[config.mk]
export PLATFORM = sky130hd
export DESIGN_NAME = disp7_scan_flat
export DESIGN_NICKNAME = d
export VERILOG_FILES = /design/src/rtl/disp7_pkg.sv /design/src/rtl/disp7_scan_if.sv /design/src/rtl/bcd_to_seg7.sv /design/src/rtl/disp7_scan.sv /design/src/flat_wrapper.sv
export SDC_FILE = /design/constraint.sdc
export NUM_CORES = 1
export LEC_CHECK = 0
export BUFFER_PORTS_ARGS = -buffer_cell sky130_fd_sc_hd__buf_2
export CAP_MARGIN = 20
export CORE_MARGIN = 1
export CORE_UTILIZATION = 50
export CTS_BUF_LIST = sky130_fd_sc_hd__clkbuf_16
export DETAILED_ROUTE_END_ITERATION = 8
export PLACE_DENSITY = 0.76
export SYNTH_ARGS = -nofsm -noshare
export SYNTH_HDL_FRONTEND = slang
export SYNTH_HIERARCHICAL = 1
export SYNTH_SLANG_ARGS = --single-unit
[constraint.sdc]
create_clock -name clk -period 1.9 [get_ports clk]
set_input_delay 0.19 -clock clk [delete_from_list [all_inputs] [get_ports clk]]
set_output_delay 0.19 -clock clk [all_outputs]
set_load 0.1 [all_outputs]
[src/rtl/disp7_pkg.sv]
// Shared types, seven-segment patterns and the BCD decode function
// used by the digit scanner.
package disp7_pkg;

    typedef logic [3:0] bcd_t;

    // Segment order is {g,f,e,d,c,b,a}, active-high.
    localparam logic [6:0] SEG_0     = 7'h3F;
    localparam logic [6:0] SEG_1     = 7'h06;
    localparam logic [6:0] SEG_2     = 7'h5B;
    localparam logic [6:0] SEG_3     = 7'h4F;
    localparam logic [6:0] SEG_4     = 7'h66;
    localparam logic [6:0] SEG_5     = 7'h6D;
    localparam logic [6:0] SEG_6     = 7'h7D;
    localparam logic [6:0] SEG_7     = 7'h07;
    localparam logic [6:0] SEG_8     = 7'h7F;
    localparam logic [6:0] SEG_9     = 7'h6F;
    localparam logic [6:0] SEG_DASH  = 7'h40;
    localparam logic [6:0] SEG_BLANK = 7'h00;

    // Codes 10..15 are not BCD and show a dash so a bad counter is visible.
    function automatic logic [6:0] bcd_decode(input bcd_t i_bcd);
        case (i_bcd)
            4'd0:    return SEG_0;
            4'd1:    return SEG_1;
            4'd2:    return SEG_2;
            4'd3:    return SEG_3;
            4'd4:    return SEG_4;
            4'd5:    return SEG_5;
            4'd6:    return SEG_6;
            4'd7:    return SEG_7;
            4'd8:    return SEG_8;
            4'd9:    return SEG_9;
            default: return SEG_DASH;
        endcase
    endfunction

endpackage

[src/rtl/disp7_scan_if.sv]
// Digit-load and display bus between the counter chain (master) and the
// seven-segment scanner (slave).
interface disp7_scan_if #(parameter int N_DIG = 4);
    import disp7_pkg::*;

    logic                   load;
    bcd_t [N_DIG-1:0]       digits;   // digit i occupies bits [4i+3:4i]
    logic [6:0]             seg;
    logic [N_DIG-1:0]       an;

    modport master (output load, digits, input  seg, an);
    modport slave  (input  load, digits, output seg, an);

endinterface

[src/rtl/bcd_to_seg7.sv]
// Combinational BCD to seven-segment decoder; one instance sits on the
// currently selected digit.
module bcd_to_seg7
    import disp7_pkg::*;
(
    input  bcd_t       i_bcd,
    output logic [6:0] o_seg
);

    assign o_seg = bcd_decode(i_bcd);

endmodule

[src/rtl/disp7_scan.sv]
// Multiplexed seven-segment scanner: shadow register, prescaler, scan index
// and registered outputs. Define DISP_LZB_EN to enable leading-zero blanking.
module disp7_scan
    import disp7_pkg::*;
#(
    parameter int N_DIG    = 4,
    parameter int SCAN_DIV = 4
) (
    input  logic         clk,
    input  logic         rst,
    disp7_scan_if.slave  bus
);

    localparam int PC_W  = (SCAN_DIV > 1) ? $clog2(SCAN_DIV) : 1;
    localparam int IDX_W = (N_DIG > 1) ? $clog2(N_DIG) : 1;

    localparam logic [PC_W-1:0]  PC_LAST  = PC_W'(SCAN_DIV - 1);
    localparam logic [IDX_W-1:0] IDX_LAST = IDX_W'(N_DIG - 1);
    localparam logic [N_DIG-1:0] AN_ONE   = N_DIG'(1);

    bcd_t [N_DIG-1:0] r_sh;
    logic [PC_W-1:0]  r_pc;
    logic [IDX_W-1:0] r_idx;
    logic [N_DIG-1:0] r_an;
    logic [6:0]       r_seg;

    logic             w_tick;
    bcd_t             w_digit;
    logic [6:0]       w_dec;
    logic             w_blank;
    logic [6:0]       w_seg_next;

    assign w_tick  = (r_pc == PC_LAST);
    assign w_digit = r_sh[r_idx];

    bcd_to_seg7 u_dec (
        .i_bcd (w_digit),
        .o_seg (w_dec)
    );

`ifdef DISP_LZB_EN
    // w_lz[i] is set when digit i and every more significant digit are zero.
    logic [N_DIG-1:0] w_lz;

    // NOTE: every variable written here gets a value before any condition,
    // so no path leaves it unassigned and no latch is inferred.
    always_comb begin : lz_scan
        logic v_run;
        v_run = 1'b1;
        w_lz  = '0;
        for (int i = N_DIG - 1; i >= 0; i--) begin
            v_run   = v_run && (r_sh[i] == 4'd0);
            w_lz[i] = v_run;
        end
    end

    assign w_blank = (r_idx != '0) && w_lz[r_idx];
`else
    assign w_blank = 1'b0;
`endif

    assign w_seg_next = w_blank ? SEG_BLANK : w_dec;

    // Outputs are taken from the pre-edge idx and sh, so a load or an index
    // step becomes visible one edge later and never mixes within a slot.
    // NOTE: all state uses non-blocking assignments so every register samples
    // the pre-edge values; the shadow register is reset because zero is shown.
    always_ff @(posedge clk or negedge rst) begin
        if (!rst) begin
            r_sh  <= '0;
            r_pc  <= '0;
            r_idx <= '0;
            r_an  <= '0;
            r_seg <= '0;
        end else begin
            if (bus.load) begin
                r_sh <= bus.digits;
            end
            r_pc <= w_tick ? '0 : r_pc + 1'b1;
            if (w_tick) begin
                r_idx <= (r_idx == IDX_LAST) ? '0 : r_idx + 1'b1;
            end
            r_an  <= AN_ONE << r_idx;
            r_seg <= w_seg_next;
        end
    end

    assign bus.an  = r_an;
    assign bus.seg = r_seg;

endmodule

[src/flat_wrapper.sv]
// flat-port wrapper written by rule: the top's interface ports become plain ports
module disp7_scan_flat import disp7_pkg::*;
#(
    parameter int N_DIG    = 4,
    parameter int SCAN_DIV = 4
)
  (clk, rst, bus_load, bus_digits, bus_seg, bus_an);
  disp7_scan_if #(.N_DIG(N_DIG)) bus_i ();
  input  logic clk;
  input  logic rst;
  input wire logic [$bits(bus_i.load)-1:0] bus_load;
  input wire logic [$bits(bus_i.digits)-1:0] bus_digits;
  output wire logic [$bits(bus_i.seg)-1:0] bus_seg;
  output wire logic [$bits(bus_i.an)-1:0] bus_an;
  assign bus_i.load = bus_load;
  assign bus_i.digits = bus_digits;
  assign bus_seg = bus_i.seg;
  assign bus_an = bus_i.an;
  disp7_scan #(.N_DIG(N_DIG), .SCAN_DIV(SCAN_DIV)) u_core (.clk(clk), .rst(rst), .bus(bus_i));
endmodule
==> run summary <==
Die Ht - 54.9 um
Max-slew headroom - 56.7%
CTS Buf Count - 5
Residual DRC - 0
Core ar. - 0.00257 sq mm
final net count - 157
RSZ-0062 raised after global routing - false
Unique masters post-synth - 19
clock network power share - 39.3%
diode count - 0
FF/Latch Area - 777 sq um
DP Wirelength - 1490 um
Crit path required time - 2050 ps
setup repair bufs after CTS - 0
Peak Freq - 0.569 GHz
die width - 54.9 um
All-Layer GR Usage - 17.2%
switching share of power - 29.2%
P_leak - 0.803 nW
vias - 808
setup_tns - 0 ps
die area - 0.00302 sq mm
Switch Pwr - 0.533 mW
CTS tree - built
HP Class - primary input to register
I/O Buffers - 29
worst skew pair latency - 270 ps
Post-Syn Area per Cell - 14.8 sq um
run status - completed
Max IR drop VDD - 0.000997 V
GP Congestion - 0.792
Flop pwr share - 40.7%
startpoint class of the critical path - register
final hold violation count - 0
clock root buffer - clkbuf_16
Synth Net Count - 125
clock sink total - 31
kind of critical path - register to register
Combinational Power Share - 20.1%
Vias per Instance - 5.11
Max Fanout on Critical Path - 8
Mapped Area - 0.00140 sq mm
Pwr Density - 1090 mW/mm^2
most common cell after layout, fill and taps aside - dfrtp_1
largest net degree at the start of global routing - 32
Routed WL - 2050 um
slowest cell on the critical path - dfrtp_2
Synth Instances - 95
multi-input logic area - 543 sq um
Crit path buffers/inverters - 1
cell breakdown of the critical path - mux4_2 > inv_1 > ha_1 > and2b_1 > o31a_1
total power - 1.82 mW
Worst-path clk slew - 50 ps
Final min period - 1760 ps
initial core utilization - 54.6%
fraction of layout cells with a size suffix above 1 - 43.8%
DRT iter0 DRCs - 6
Int Power - 1.29 mW
Slew @ Worst Pin - 649 ps
sequential area share after synthesis - 55.4%
Setup Skew - 2.49 ps
Layout area overhead - 19.6%
first drt pass iteration count - 2
grt ovf - 0
CTS max path bufs - 2
Yosys reg bits - 31
initial antenna violation count - 0
crit end category - register
delay-heaviest family, CP - flip-flops
Final setup viols - 0
fin crit share - 92.4%
Avg WL per Cell - 13.0 um
CP peak stage delay - 480 ps
CP arrival - 1910 ps
Fillers - 202
highest-count cells in the layout ignoring fill and taps - 30 x dfrtp_1, 29 x buf_2, 16 x mux2_2
Max Cap Viol - 0
pins over their slew limit - 0
Routed Antenna Nets - 0
vias in the first global route - 775
first-pass GRT wire length - 3370 um
Ports - 30
yosys warns - 6
number of H-tree levels - 2
FP Rows - 18
## final timing paths
check | slack, ps | cells past startpoint | endpoint | start
worst max-delay path | 140 | 5 | u_core/bus.seg[5] | u_core/r_idx[0]
min in group asynchronous | 490 | 2 | u_core/bus.an[2] | rst
worst min register to register | 430 | 1 | u_core/r_pc[0] | u_core/r_pc[0]
worst min-delay path | 150 | 2 | u_core/r_sh[9] | bus_digits[9]
worst max register to register | 140 | 5 | u_core/bus.seg[5] | u_core/r_idx[0]
max in group asynchronous | 960 | 2 | u_core/r_idx[0] | rst
## stage by stage
stage / hold WS (ps) / instances / utilization, % / cell area (sq um) / setup WS (ps)
3_5_place_dp: 256 / 149 / 59.5 / 1530 / 58.0
6_report: 151 / 158 / 65.3 / 1680 / 144
5_1_grt: 151 / 158 / 65.3 / 1680 / 27.5
3_3_place_gp: 248 / 149 / 59.5 / 1530 / 120
2_1_floorplan: -106 / 95 / - / 1400 / 225
4_1_cts: 145 / 158 / 65.2 / 1670 / 31.0
## worst reg2reg max path, stage by stage (launching register included)
cell     delay, ps
dfrtp_2        480
mux4_2         450
inv_1          100
ha_1           200
and2b_1        160
o31a_1         240
## metal layers
layer | track usage, % | routed length, um | vias to the layer above
met5 | 0 | 0 | -
met4 | 11.3 | 63 | 0
met3 | 6.83 | 116 | 6
met2 | 26.9 | 980 | 23
met1 | 19.5 | 887 | 391
li1 | - | - | 388
## power groups by stage
stage,sequential (mW),clock [mW],combinational (mW)
after floorplan,0.926,0,0.126
after global placement,0.752,0,0.359
after detailed placement,0.753,0,0.368
after CTS,0.742,0.737,0.371
after global routing,0.750,0.769,0.393
final,0.741,0.716,0.366
## flip-flops by register name, indices dropped and copies added, names as in the netlist
register        count
u_core/bus.seg      7
u_core/bus.an       4
u_core/r_sh        16
u_core/r_idx        2
u_core/r_pc         2
## cell families after synthesis
family / count (synthesis) / synth area share [%]
muxes: 21 / 20.4
DFF: 31 / 55.4
AOI/OAI and AO/OA: 11 / 5.00
adders and majority gates: 11 / 9.82
buffers and inverters: 12 / 5.89
and+or+nand+nor: 9 / 3.57
## cells in the mapped netlist (all sizes together)
cell / n / area, sq um
or3b: 1 / 8.76
a22oi: 1 / 7.51
nor2b: 1 / 6.26
nand2: 2 / 7.51
o31a: 1 / 8.76
o21ai: 4 / 20.0
and2b: 1 / 7.51
inv: 7 / 26.3
o22ai: 3 / 18.8
or2: 1 / 6.26
nand2b: 1 / 6.26
dfrtp: 31 / 776
mux4: 4 / 90.1
nor2: 2 / 7.51
buf: 5 / 56.3
a21o: 2 / 15.0
mux2: 17 / 195
ha: 11 / 138
## timing repair
item / in CTS / in global routing
setup endpoints to repair: 0 / 5
hold endpoints to repair: 31 / 0
hold buffers: 1 / 0
resized for setup: 0 / 1
## area by class of cell
class                   count  area share (%)
flip-flops and latches     31            46.4
multi-input cells          52            32.4
clock inverters             3           0.672
inverters                   7            1.57
repair buffers             30            9.26
clock buffers               5            7.47
well taps                  30            2.24
No activity file was read; power rests on OpenSTA's default activity.
